[src/rtl/art_msg_streamer_if.sv]
// art_msg_streamer_if: command strobe plus valid/ready byte stream of the
// silicon-art message streamer. The master side issues commands and accepts
// bytes. The slave side is the streamer itself.
interface art_msg_streamer_if;
    logic [7:0] cmd;
    logic       cmd_valid;
    logic [7:0] out_data;
    logic       out_valid;
    logic       out_ready;
    logic       busy;
    logic       done;

    modport master (
        output cmd,
        output cmd_valid,
        output out_ready,
        input  out_data,
        input  out_valid,
        input  busy,
        input  done
    );

    modport slave (
        input  cmd,
        input  cmd_valid,
        input  out_ready,
        output out_data,
        output out_valid,
        output busy,
        output done
    );
endinterface

[src/rtl/art_msg_streamer.sv]
// art_msg_streamer: on a start command, streams the fixed art message
// byte-by-byte over a valid/ready port, with an optional inter-byte gap and
// an optional looping mode. The output is all-zero whenever no byte is valid.
//
// Build option: define ART_CRC_EN to append a CRC-8 byte to every pass.
// The CRC uses poly 0x07, init 0x00, no reflection and no xorout. It covers the
// message bytes of that pass. With the macro undefined, a pass is exactly
// MSG_LEN bytes and no CRC logic exists.
module art_msg_streamer #(
    parameter int                   MSG_LEN = 4,
    parameter logic [8*MSG_LEN-1:0] MSG     = 32'h41_52_54_21
) (
    input  logic              clk,
    input  logic              rst_n,
    input  logic              ena,
    art_msg_streamer_if.slave bus
);

    localparam int IDX_W = $clog2(MSG_LEN + 1);
    localparam logic [IDX_W-1:0] LEN_IDX = IDX_W'(MSG_LEN);
`ifdef ART_CRC_EN
    // The CRC byte occupies slot MSG_LEN, so it is the last byte of a pass.
    localparam logic [IDX_W-1:0] LAST_IDX = LEN_IDX;
`else
    localparam logic [IDX_W-1:0] LAST_IDX = IDX_W'(MSG_LEN - 1);
`endif

    typedef enum logic [1:0] {
        IDLE,
        SEND,
        GAP
    } state_t;

    state_t           state;
    logic [IDX_W-1:0] idx;
    logic [IDX_W-1:0] nxt_idx;
    logic [3:0]       gap;
    logic [3:0]       gap_cnt;
    logic             loop;
    logic [7:0]       data_q;
    logic             valid_q;
    logic             busy_q;
    logic             done_q;

    logic             start_cmd;
    logic             stop_cmd;
    logic             xfer;
    logic             last;
    logic [7:0]       nxt_byte;
    logic [7:0]       cur_byte;
    logic             unused_rsvd;

`ifdef ART_CRC_EN
    logic [7:0]       crc;
    logic [7:0]       crc_upd;
    logic [7:0]       nxt_crc;
`endif

    // Message byte i, with byte 0 taken from the MSB end of MSG. Any slot
    // outside the message reads as zero.
    function automatic logic [7:0] msg_byte(input logic [IDX_W-1:0] i);
        logic [7:0] b;
        b = '0;
        for (int unsigned k = 0; k < MSG_LEN; k++) begin
            if (i == IDX_W'(k)) begin
                b = MSG[8*(MSG_LEN-1-k) +: 8];
            end
        end
        return b;
    endfunction

`ifdef ART_CRC_EN
    // One byte of CRC-8, poly 0x07, processed MSB first.
    function automatic logic [7:0] crc8_step(input logic [7:0] c, input logic [7:0] d);
        logic [7:0] r;
        r = c ^ d;
        for (int unsigned b = 0; b < 8; b++) begin
            r = r[7] ? ({r[6:0], 1'b0} ^ 8'h07) : {r[6:0], 1'b0};
        end
        return r;
    endfunction
`endif

    // Decode the command strobe, detect transfers, and select the next byte to present.
    always_comb begin
        start_cmd = bus.cmd_valid && bus.cmd[0];
        stop_cmd  = bus.cmd_valid && !bus.cmd[0];
        xfer      = valid_q && bus.out_ready;
        last      = (idx == LAST_IDX);
        nxt_idx   = last ? '0 : idx + 1'b1;
`ifdef ART_CRC_EN
        // The CRC of the byte being transferred must be folded in. Otherwise a
        // back-to-back CRC byte would miss the final message byte.
        crc_upd   = crc8_step(crc, data_q);
        nxt_crc   = last ? '0 : crc_upd;
        nxt_byte  = (nxt_idx == LEN_IDX) ? nxt_crc : msg_byte(nxt_idx);
        cur_byte  = (idx == LEN_IDX) ? crc : msg_byte(idx);
`else
        nxt_byte  = msg_byte(nxt_idx);
        cur_byte  = msg_byte(idx);
`endif
    end

    assign unused_rsvd = ^bus.cmd[3:2];

    // Streamer FSM. Every output is registered. When ena is low, everything holds.
    always_ff @(posedge clk or negedge rst_n) begin
        if (!rst_n) begin
            state   <= IDLE;
            idx     <= '0;
            gap     <= '0;
            gap_cnt <= '0;
            loop    <= 1'b0;
            data_q  <= '0;
            valid_q <= 1'b0;
            busy_q  <= 1'b0;
            done_q  <= 1'b0;
`ifdef ART_CRC_EN
            crc     <= '0;
`endif
        end else if (ena) begin
            done_q <= 1'b0;
            if (stop_cmd && state != IDLE) begin
                // An abort takes priority over a transfer in the same cycle, and it suppresses done.
                state   <= IDLE;
                idx     <= '0;
                gap_cnt <= '0;
                data_q  <= '0;
                valid_q <= 1'b0;
                busy_q  <= 1'b0;
            end else begin
                case (state)
                    IDLE: begin
                        if (start_cmd) begin
                            loop    <= bus.cmd[1];
                            gap     <= bus.cmd[7:4];
                            idx     <= '0;
                            state   <= SEND;
                            data_q  <= msg_byte('0);
                            valid_q <= 1'b1;
                            busy_q  <= 1'b1;
`ifdef ART_CRC_EN
                            crc     <= '0;
`endif
                        end
                    end
                    SEND: begin
                        if (xfer) begin
`ifdef ART_CRC_EN
                            crc <= nxt_crc;
`endif
                            if (last) begin
                                done_q <= 1'b1;
                            end
                            if (last && !loop) begin
                                state   <= IDLE;
                                idx     <= '0;
                                data_q  <= '0;
                                valid_q <= 1'b0;
                                busy_q  <= 1'b0;
                            end else begin
                                idx <= nxt_idx;
                                if (gap != '0) begin
                                    state   <= GAP;
                                    gap_cnt <= gap;
                                    data_q  <= '0;
                                    valid_q <= 1'b0;
                                end else begin
                                    data_q <= nxt_byte;
                                end
                            end
                        end
                    end
                    GAP: begin
                        if (gap_cnt == 4'd1) begin
                            state   <= SEND;
                            gap_cnt <= '0;
                            data_q  <= cur_byte;
                            valid_q <= 1'b1;
                        end else begin
                            gap_cnt <= gap_cnt - 4'd1;
                        end
                    end
                    default: begin
                        state   <= IDLE;
                        data_q  <= '0;
                        valid_q <= 1'b0;
                        busy_q  <= 1'b0;
                    end
                endcase
            end
        end
    end

    assign bus.out_data  = data_q;
    assign bus.out_valid = valid_q;
    assign bus.busy      = busy_q;
    assign bus.done      = done_q;

endmodule

[src/flat_wrapper.sv]
// flat-port wrapper written by rule: the top's interface ports become plain ports
module art_msg_streamer_flat 
#(
    parameter int                   MSG_LEN = 4,
    parameter logic [8*MSG_LEN-1:0] MSG     = 32'h41_52_54_21
)
  (clk, rst_n, ena, bus_cmd, bus_cmd_valid, bus_out_ready, bus_out_data, bus_out_valid, bus_busy, bus_done);
  art_msg_streamer_if bus_i ();
  input  logic clk;
  input  logic rst_n;
  input  logic ena;
  input wire logic [$bits(bus_i.cmd)-1:0] bus_cmd;
  input wire logic [$bits(bus_i.cmd_valid)-1:0] bus_cmd_valid;
  input wire logic [$bits(bus_i.out_ready)-1:0] bus_out_ready;
  output wire logic [$bits(bus_i.out_data)-1:0] bus_out_data;
  output wire logic [$bits(bus_i.out_valid)-1:0] bus_out_valid;
  output wire logic [$bits(bus_i.busy)-1:0] bus_busy;
  output wire logic [$bits(bus_i.done)-1:0] bus_done;
  assign bus_i.cmd = bus_cmd;
  assign bus_i.cmd_valid = bus_cmd_valid;
  assign bus_i.out_ready = bus_out_ready;
  assign bus_out_data = bus_i.out_data;
  assign bus_out_valid = bus_i.out_valid;
  assign bus_busy = bus_i.busy;
  assign bus_done = bus_i.done;
  art_msg_streamer #(.MSG_LEN(MSG_LEN), .MSG(MSG)) u_core (.clk(clk), .rst_n(rst_n), .ena(ena), .bus(bus_i));
endmodule
[config.mk]
export PLATFORM = sky130hd
export DESIGN_NAME = art_msg_streamer_flat
export DESIGN_NICKNAME = d
export VERILOG_FILES = /design/src/rtl/art_msg_streamer_if.sv /design/src/rtl/art_msg_streamer.sv /design/src/flat_wrapper.sv
export SDC_FILE = /design/constraint.sdc
export NUM_CORES = 1
export LEC_CHECK = 0
export ABC_AREA = 1
export BUFFER_PORTS_ARGS = -buffer_cell sky130_fd_sc_hd__buf_2
export CORE_MARGIN = 3
export CORE_UTILIZATION = 30
export DETAILED_ROUTE_END_ITERATION = 10
export PLACE_DENSITY_LB_ADDON = 0.05
export SYNTH_ARGS = -nofsm -noshare
export SYNTH_HDL_FRONTEND = slang
export SYNTH_SLANG_ARGS = --single-unit
export TNS_END_PERCENT = 10
[constraint.sdc]
create_clock -name clk -period 1.7 [get_ports clk]
set_clock_uncertainty 0.05 [all_clocks]
set_input_delay 0.085 -clock clk [delete_from_list [all_inputs] [get_ports clk]]
set_output_delay 0.085 -clock clk [all_outputs]
set_load 0.1 [all_outputs]
# After elaboration in Yosys (flattened, before gate mapping)
# Index checks and enable logic that the tools add are counted.
# W data, S select, Z words.
dict set report totals {
  register_bits 25
  in_bits 13
  out_inout_bits 11
  word_cells 98
}
dict set report op_classes {
  addsub 2
  eq_ne 17
  mux 49
  bitwise_logic 1
  reduce_logical 20
}
# op n
set ops {}
lappend ops {{$mux W8} 9}
lappend ops {{$mux W7} 5}
lappend ops {{$pmux W8 S3} 1}
lappend ops {{$mux W4} 5}
lappend ops {{$mux W3} 5}
lappend ops {{$ne A3 B1 Y1 const B} 5}
lappend ops {{$reduce_and A5 Y1} 3}
lappend ops {{$mux W1} 13}
lappend ops {{$eq A3 B2 Y1 const B} 4}
lappend ops {{$mux W2} 6}
lappend ops {{$reduce_and A4 Y1} 3}
lappend ops {{$pmux W4 S2} 1}
lappend ops {{$eq A3 B1 Y1 const B} 2}
lappend ops {{$logic_not A3 Y1} 2}
lappend ops {{$pmux W1 S3} 2}
lappend ops {{$pmux W2 S3} 1}
lappend ops {{$pmux W3 S2} 1}
lappend ops {{$reduce_bool A3 Y1} 2}
lappend ops {{$logic_and A1 B1 Y1} 5}
lappend ops {{$eq A4 B1 Y1 const B} 1}
lappend ops {{$ne A4 B1 Y1 const B} 1}
lappend ops {{$reduce_bool A4 Y1} 1}
lappend ops {{$sub A4 B1 Y4 const B} 1}
lappend ops {{$add A3 B1 Y3 const B} 1}
lappend ops {{other kinds (8)} 9}

# Logic depth before layout (Yosys ltp)
# Gate-level depths: netlist of run 1.
dict set report logic_depth {
  depth_word 12
  depth_mapped 11
  mapped_depth_nobuf 11
}

# Worst setup path after synthesis of run 1
# No wires, ideal clock.
dict set report synth_timing {
  path_type {register to register}
  from {register u_core.valid_q, in the netlist u_core.bus.out_valid}
  to {register u_core.valid_q, in the netlist u_core.bus.out_valid}
  setup_ns 0.122
  arrival_time_ns 1.709
  required_time_ns 1.528
  slack_ns -0.181
  stages_incl_launch_ff 8
  n_path_buf 0
  period_less_slack_ns 1.881
  cell_sequence {dfrtp_1 nand2_1 nand3_2 nand2_2 nor2_4 nand2_1 nand2_1 nand2_1}
}
dict set report synth_via {
  elab_chain_cells 3
}
# element line_no
set synth_rtl {}
lappend synth_rtl {{start: declaration} art_msg_streamer.sv:41} ;# logic valid_q;
lappend synth_rtl {{start signal: assignment} art_msg_streamer.sv:115} ;# valid_q <= 1'b0;
lappend synth_rtl {{start signal: assignment} art_msg_streamer.sv:129} ;# valid_q <= 1'b0;
lappend synth_rtl {{start signal: assignment} art_msg_streamer.sv:140} ;# valid_q <= 1'b1;
lappend synth_rtl {{$logic_and A1 B1 Y1} art_msg_streamer.sv:88} ;# xfer = valid_q && bus.out_ready;
lappend synth_rtl {{$ne A3 B1 Y1 (no source line)} n/a}
lappend synth_rtl {{$reduce_and A5 Y1 (no source line)} n/a}
# Every way passes these cells.
# A chain may end at the register's enable or synchronous reset.

# Final worst setup path of run 1
dict set report layout_timing {
  from {register u_core.state[0]}
  to {register u_core.loop}
}
dict set report layout_via {
  elab_chain_cells 4
  word_cells_on_any_way 5
  cone_classes {bitwise: 1; reduce/logical: 4}
}
# element line_no
set layout_rtl {}
lappend layout_rtl {{start: declaration} art_msg_streamer.sv:34} ;# state_t state;
lappend layout_rtl {{start signal: assignment} art_msg_streamer.sv:109} ;# state <= IDLE;
lappend layout_rtl {{start signal: assignment} art_msg_streamer.sv:125} ;# state <= IDLE;
lappend layout_rtl {{start signal: assignment} art_msg_streamer.sv:138} ;# state <= SEND;
lappend layout_rtl {{$reduce_bool A2 Y1} art_msg_streamer.sv:123} ;# if (stop_cmd && state != IDLE) begin
lappend layout_rtl {{$logic_and A1 B1 Y1} art_msg_streamer.sv:123}
lappend layout_rtl {{$not A1 Y1 (no source line)} n/a}
lappend layout_rtl {{$reduce_and A4 Y1 (no source line) (*)} n/a}
lappend layout_rtl {{end signal: assignment} art_msg_streamer.sv:135} ;# loop <= bus.cmd[1];
lappend layout_rtl {{end: declaration} art_msg_streamer.sv:39} ;# logic loop;
# Mark *: on every way between the ends. The rest lies on a longest branch, timed or not.

==> impl_summary.txt, run 1 <==
----------------------------------------------------
[Clock network]
  Insertion delay of the later-clocked pin in the worst-skew pair ... ~0.26 ns
  Clock buffers created by TritonCTS ... 3
  Max H-tree Level ... 1
  Clock tree from TritonCTS ... done
  Clock Path Buffers ... 2
  Cell at the root of the clock tree ... clkbuf_8
  Clk sink count ... 23
  Post-CTS clock slew at the launch and capture registers of the worst setup and hold paths ... 0.09 ns

[Floorplanning]
  Height of the chip ... 78.5 um
  Die area ... 0.00616 mm2
  Overall die width ... 78.5 um
  Top-Level Pins ... 24
  Placeable core region ... 0.00491 mm2
  Starting utilization of the core area ... 32.1%
  Row count ... 25

[Finish]
  Most frequent cells in the layout ... 77 x nand2_1, 23 x inv_1, 21 x dfrtp_1, 19 x buf_2, 17 x nand3_1
  Growth of design area from synthesis to finish ... 28.3%
  Antenna diode count ... 0
  Count of filler cells inserted in the layout ... 532
  Layout cell share with drive strength beyond 1 ... between 20 and 30%
  Post-layout util ... 41.2%
  Number of nets in the finished design ... roughly 280
  Leading cell type in the layout, fill and taps excluded ... nand2_1

[Routing]
  Final wirelength ... around 3.7 mm
  Total vias in the final route ... between 1,000 and 1,500
  Detail Route Antenna Nets ... 0
  Router iterations before antenna repair ... 6
  Via density per instance ... 4.27
  Initial DRC count ... 34
  Post-route DRC violation count ... 0
  WL/cell ... between 10 and 15 um

[Synth]
  Library cell occupying the most area in the post-synthesis netlist ... dfrtp_1
  Leading post-synthesis cells by cell area ... dfrtp_1 37%, nand2_1 19%, ha_1 7.9%
  Proportion of synthesized chip area in sequential cells ... 36.5%
  Portion of synthesized cell area occupied by the leading cell type ... between 30% and 40%
  Area of the mapped netlist ... between 0.0015 and 0.002 mm2
  Cell count after synthesis ... 216
  Synth cell types ... 28
  Total of flip-flops plus latches after synthesis ... 23
  Synthesized area per cell ... between 7 and 8 um2
  Yosys Warn Count ... 0

[Power and ir drop]
  Leakage Power ... between 1 and 1.5 nW
  Maximum vdd ir drop ... a little under 900 uV
  Overall power of the completed layout ... 3.79 mW
  P per Cell Area ... 1870 mW/mm2

[Run status]
  Status ... completed

[Timing]
  Final number of max-transition violations ... 0
  Maximum achievable frequency ... 0.623 GHz
  Minimum clock period after layout ... about 1.6 ns
  Tightest Pin Transition ... ~0.55 ns
  Share of the cycle needed by the critical path after routing ... 94.5%
  Slack of the critical path ... 0.0939 ns
  Setup violations, final ... 0
  Number of endpoints with negative hold slack in the final report ... 0
  RSZ-0062 raised after global routing ... true
  Slew HR ... 63.6%

[Worst setup path]
  Crit Path Category ... reg2reg
  Critical register-to-register path startpoint ... u_core.state[0]
  Reg2reg path depth ... 6
  Setup slack of the worst register-to-register path ... roughly 0.094 ns
  Critical Path End Type ... register
  Arrival @ worst endpoint ... roughly 1.7 ns
  Setup crit start kind ... register
  Startpoint of the most critical setup path ... u_core.state[0]
  FF-to-FF End ... u_core.loop
  CP Capture Point ... u_core.loop
  Required time worst endpoint ... 1.81 ns
  Max Fanout on Critical Path ... 4

[Global route]
  Met3 usage in global routing ... roughly 2.5%
  Largest net degree at the start of global routing ... 24
  Number of antenna violations at the first check in global routing ... 0
  Met2 usage in global routing ... 21.0%
  Layer with the highest usage after global routing ... met2
  Global-route met1 utilization ... a little under a fifth
  Global-route wire length before repair ... 6.44 mm
  GRT Residual Overflow ... 0
  GRT Util Overall ... 13.1%
  Via count of the first global-routing pass ... 1,354

[Job]
  Number of max-cap violations ... 0

[Placed design]
  DP Worst Slack ... 0.00820 ns
  Estimated wirelength of the detail-placed design ... 2.95 mm
  Weighted congestion reported at the end of routability-driven placement ... 0.800
  Number of I/O port buffers ... 19

[Hold path]
  Worst Hold Class ... in2reg

----------------------------------------------------
==> how the worst min path moves through the flow <==
stage                     from           endpoint  slack (ns)  cells past startpoint
finish              bus_cmd[4]      u_core.gap[0]       0.006                      2
detailed placement       rst_n  u_core.gap_cnt[3]        0.06                      1
global placement         rst_n  u_core.gap_cnt[3]        0.05                      1
CTS                 bus_cmd[4]      u_core.gap[0]      0.0009                      2
global route        bus_cmd[4]      u_core.gap[0]       0.009                      2
floorplan                rst_n    u_core.bus.busy       -0.26                      0
==> worst max-delay path, stage by stage (launching register included) <==
cell and delay [ns]:
dfrtp_2 0.43, inv_1 0.09, ha_2 0.19, inv_2 0.06, buf_4 0.13, nor3_4 0.18, mux2_2 0.36
==> registers in the layout, summed over array words and instances (netlist names) <==
signal / cells
u_core.bus.done: 1
u_core.loop: 1
u_core.gap_cnt: 4
u_core.bus.busy: 1
u_core.gap: 4
u_core.bus.out_data: 6
u_core.state: 2
u_core.bus.out_valid: 1
u_core.idx: 3
==> synthesized netlist by cell type <==
cell,count
a211oi_1,1
a21oi_1,1
buf_4,2
buf_6,1
clkbuf_1,1
conb_1,1
dfrtp_1,23
ha_1,10
inv_1,24
inv_2,4
mux2_2,3
nand2_1,78
nand2_2,2
nand2_4,2
nand3_1,19
nand3_2,1
nand3_4,1
nand3b_1,1
nand4_1,4
nor2_1,17
nor2_2,3
nor2_4,1
nor3_4,2
o21ai_0,8
o21ai_1,3
o41ai_1,1
xnor2_1,1
xor2_1,1
==> area by class of cell <==
cell class                 count  area [um2]  area share [%]
clock buffer                   4        45.0            2.23
inverter                      28         105            5.20
multi-input combinational    162         933            46.2
sequential                    23         578            28.6
tap                           67        83.8            4.15
timing repair buffer          41         277            13.7
==> power breakdown <==
part	leakage, nW	internal [mW]	switching, mW
logic	0.740	0.857	1.66
clock network	0.0228	0.167	0.179
registers	0.294	0.768	0.156
==> routing by layer <==
layer | wire length (um) | up-vias | share of wire (%)
met1 | 1970 | 613 | 53
met2 | 1620 | 15 | 44
met3 | 100 | 2 | 2.7
li1 | - | 758 | -
met4 | 14 | 0 | 0.38
met5 | 0 | - | 0
==> repair_timing <==
item                                    CTS  global route
buffers inserted                          0             3
endpoints found under the hold margin    27             0
endpoints found under the setup margin    7            17
resized for setup                         3            14
pin swaps                                 0             6
hold buffers                              5             0
==> through the flow <==
step	hold slack, ns	std cells	setup TNS, ns	instance area, um2
4_1_cts	0.000890	322	0	1940
3_3_place_gp	0.0506	313	0	1840
2_1_floorplan	-0.261	217	0	1580
5_1_grt	0.00892	325	-0.229	2020
3_5_place_dp	0.0618	313	0	1840
6_report	0.00575	325	0	2020
==> logic make-up (layout without fill, tap and decap cells) <==
| family | Yosys count | after routing | synth area share [%] |
|---|---|---|---|
| buf+inv | 32 | 73 | 8.57 |
| mux | 3 | 3 | 2.14 |
| xor+xnor | 2 | 2 | 1.11 |
| compound gates | 14 | 14 | 4.84 |
| flops | 23 | 23 | 36.5 |
| other cells | 1 | 2 | 0.238 |
| fa+ha+maj | 10 | 10 | 7.94 |
| simple gates | 131 | 131 | 38.7 |
No activity file was read; power rests on OpenSTA's default activity.
==> run 2: changes to the inputs <==
--- a/config.mk
+++ b/config.mk
@@ -10,7 +10,6 @@
 export CORE_MARGIN = 3
 export CORE_UTILIZATION = 30
 export DETAILED_ROUTE_END_ITERATION = 10
-export PLACE_DENSITY_LB_ADDON = 0.05
 export SYNTH_ARGS = -nofsm -noshare
 export SYNTH_HDL_FRONTEND = slang
 export SYNTH_SLANG_ARGS = --single-unit
==> constraint.sdc (replaced) <==
create_clock -name clk -period 1.3 [get_ports clk]
set_clock_uncertainty 0.05 [all_clocks]
set_input_delay 0.065 -clock clk [delete_from_list [all_inputs] [get_ports clk]]
set_output_delay 0.065 -clock clk [all_outputs]
set_load 0.1 [all_outputs]
==> run 2 against run 1 <==
Net effect: the flow now finishes with violations (setup timing); clock-buffer cell count stayed put; maximum frequency up 0.53%; wire length up 2.1%; worst hold slack better by 0.11 ns; sequential power is 27% higher; critical path depth stayed put; via count rose by 8.1%; cell area rose by 12%; sequential share of layout area is 2.9 points lower.
==> impl_summary.txt, run 2 (synthesized netlist as in run 1, its figures left out) <==
----------------------------------------------------
[Worst setup path]
  Setup slack of the worst register-to-register path ... -0.30 ns (was 0.09 ns)
  Max Fanout on Critical Path ... 4 (unchanged)
  Crit Path Category ... reg2reg (unchanged)
  Critical register-to-register path startpoint ... u_core.state[1] (was u_core.state[0])
  Critical Path End Type ... register (unchanged)
  FF-to-FF End ... u_core.gap[0] (was u_core.loop)
  Reg2reg path depth ... 6 (unchanged)
  Required time worst endpoint ... 1.41 ns (was 1.81 ns)
  Startpoint of the most critical setup path ... u_core.state[1] (was u_core.state[0])
  Setup crit start kind ... register (unchanged)
  Arrival @ worst endpoint ... 1.71 ns (was 1.72 ns)

[Power and ir drop]
  Combinational Power Share ... 70.5% (was 66.5%)
  Internal power summed over all cells ... 2.71 mW (was 1.79 mW)
  Clock Power Share ... 8.1% (was 9.1%)
  Maximum vdd ir drop ... 1160 uV (was 890 uV)
  Switching power of the nets ... 2.77 mW (was 1.99 mW)
  Proportion of total power due to net switching ... 50.5% (was 52.7%)
  Sequential power share ... 21.4% (was 24.4%)
  Leakage Power ... 1.19 nW (was 1.06 nW)
  P per Cell Area ... 2430 mW/mm2 (was 1870 mW/mm2)

[Routing]
  Met3 wire len ... 148 um (was 100 um)
  WL/cell ... 10.8 um (was 11.4 um)
  Post-route DRC violation count ... 0 (unchanged)
  Router iterations before antenna repair ... 4 (was 6)
  Met2 wire length ... 1.61 mm (was 1.62 mm)
  Routed metal-1 wire length ... 1.99 mm (was 1.97 mm)
  Total vias in the final route ... 1,501 (was 1,388)
  Final wirelength ... 3.78 mm (was 3.70 mm)
  Detail Route Antenna Nets ... 0 (unchanged)
  Via density per instance ... 4.29 (was 4.27)
  Highest routed metal layer ... met4 (unchanged)
  Initial DRC count ... 65 (was 34)

[Floorplanning]
  Top-Level Pins ... 24 (unchanged)
  Row count ... 25 (unchanged)
  Starting utilization of the core area ... 32.1% (unchanged)
  Die area ... 0.00616 mm2 (unchanged)
  Height of the chip ... 78.5 um (unchanged)
  Placeable core region ... 0.00491 mm2 (unchanged)
  Overall die width ... 78.5 um (unchanged)

[Hold path]
  Hold endpoint ... u_core.bus.done (was u_core.gap[0])
  Number of cells on the worst hold path ... 4 (was 2)
  Worst Hold Class ... in2reg (unchanged)
  Start point of the worst min-delay path ... ena (was bus_cmd[4])

[Timing]
  Tightest Pin Transition ... 0.504 ns (was 0.546 ns)
  Minimum clock period after layout ... 1.60 ns (was 1.61 ns)
  Slew HR ... 66.4% (was 63.6%)
  Slack of the critical path ... -0.298 ns (was 0.0939 ns)
  Maximum achievable frequency ... 0.626 GHz (was 0.623 GHz)
  Share of the cycle needed by the critical path after routing ... 123% (was 94.5%)
  Setup violations, final ... 23 (was 0)
  RSZ-0062 raised after global routing ... true (unchanged)
  Number of endpoints with negative hold slack in the final report ... 0 (unchanged)
  Final number of max-transition violations ... 0 (unchanged)
  Hold slack ... 0.116 ns (was 0.00575 ns)

[Clock network]
  Clk sink count ... 23 (unchanged)
  Cell at the root of the clock tree ... clkbuf_8 (unchanged)
  Clock buffers created by TritonCTS ... 3 (unchanged)
  Clock tree from TritonCTS ... done (unchanged)
  Max H-tree Level ... 1 (unchanged)
  Insertion delay of the later-clocked pin in the worst-skew pair ... 0.27 ns (was 0.26 ns)
  Clock Path Buffers ... 2 (unchanged)
  Post-CTS clock slew at the launch and capture registers of the worst setup and hold paths ... 0.08 ns (was 0.09 ns)

[Finish]
  Antenna diode count ... 0 (unchanged)
  Layout cell share with drive strength beyond 1 ... 35.3% (was 27.1%)
  Number of nets in the finished design ... 307 (was 282)
  Leading cell type in the layout, fill and taps excluded ... nand2_1 (unchanged)
  Max FFs per register ... 6 (unchanged)
  Growth of design area from synthesis to finish ... 43.2% (was 28.3%)
  Most frequent cells in the layout ... 71 x nand2_1, 40 x buf_4, 22 x dfrtp_1, 21 x inv_1, 19 x buf_2 (was 77 x nand2_1, 23 x inv_1, 21 x dfrtp_1, 19 x buf_2, 17 x nand3_1)

[Placed design]
  Estimated wirelength of the detail-placed design ... 3.02 mm (was 2.95 mm)
  Weighted congestion reported at the end of routability-driven placement ... 0.819 (was 0.800)
  Number of I/O port buffers ... 19 (unchanged)
  DP Worst Slack ... -0.281 ns (was 0.00820 ns)

[Job]
  Number of max-cap violations ... 0 (unchanged)

[Run status]
  Failing checks ... setup timing
  Status ... finished, violations left (was completed)

[Global route]
  Via count of the first global-routing pass ... 1,442 (was 1,354)
  Largest net degree at the start of global routing ... 24 (unchanged)
  GRT Residual Overflow ... 0 (unchanged)
  GRT Util Overall ... 13.7% (was 13.1%)
  Number of antenna violations at the first check in global routing ... 0 (unchanged)
  Global-route wire length before repair ... 6.74 mm (was 6.44 mm)

----------------------------------------------------
run 2: changes by cell type in the layout (fill, tap and decap cells not counted), sizes merged:
cell	change
dlygate4sd3	+1
buf	+24
run 2: power by group through the flow:
stage / logic [mW] / registers [mW] / clock network [mW]
3_3_place_gp: 3.49 / 1.18 / 0
4_1_cts: 3.69 / 1.17 / 0.468
3_5_place_dp: 3.50 / 1.19 / 0
5_1_grt: 4.26 / 1.22 / 0.503
6_report: 3.86 / 1.17 / 0.442
2_1_floorplan: 1.74 / 1.85 / 0
run 2: worst max-delay path: stages (launching register included):
cell,delay (ns)
dfrtp_1,0.42
inv_2,0.10
ha_4,0.15
inv_4,0.04
buf_4,0.13
nor3_4,0.23
mux2_2,0.37
run 2: layout make-up:
class	instances	area, um2
Fill cell	508	2650
Multi-Input combinational cell	162	975
Sequential cell	23	579
Tap cell	67	83.8
Inverter	28	108
Timing Repair Buffer	66	467
Clock buffer	4	45.0
run 2: what timing repair did:
action                                  in CTS  in global routing
endpoints found under the setup margin      23                 23
hold buffers                                 6                  0
cloned                                       0                  0
gates resized for setup                      8                 11
buffers inserted                             1                  3
pin swaps                                    6                  7
endpoints found under the hold margin       28                  0
run 2: worst max-delay path by stage:
stage                        endpoint  depth (start not counted)
6_report                u_core.gap[0]                          6
5_1_grt        u_core.bus.out_data[0]                         10
4_1_cts                 u_core.idx[2]                         10
3_5_place_dp            u_core.idx[2]                         10
3_3_place_gp   u_core.bus.out_data[5]                          9
2_1_floorplan  u_core.bus.out_data[0]                         10
run 2: metrics by stage:
step	cells	cell area (um2)	utilization (%)	TNS, ns	power [mW]
after floorplan	217	1620	-	-2.96	3.60
after global placement	336	2040	41.6	-4.47	4.67
after detailed placement	336	2040	41.6	-5.03	4.69
after CTS	347	2200	44.7	-5.07	5.33
after global routing	350	2260	46.0	-7.56	5.99
final	350	2260	46.0	-5.26	5.48
run 2: per-layer routing:
metal  up-vias  global-route usage [%]
li1        814                       -
met4         0                    3.15
met3         4                    2.75
met2        27                    20.0
met5         -                       0
met1       656                    20.5
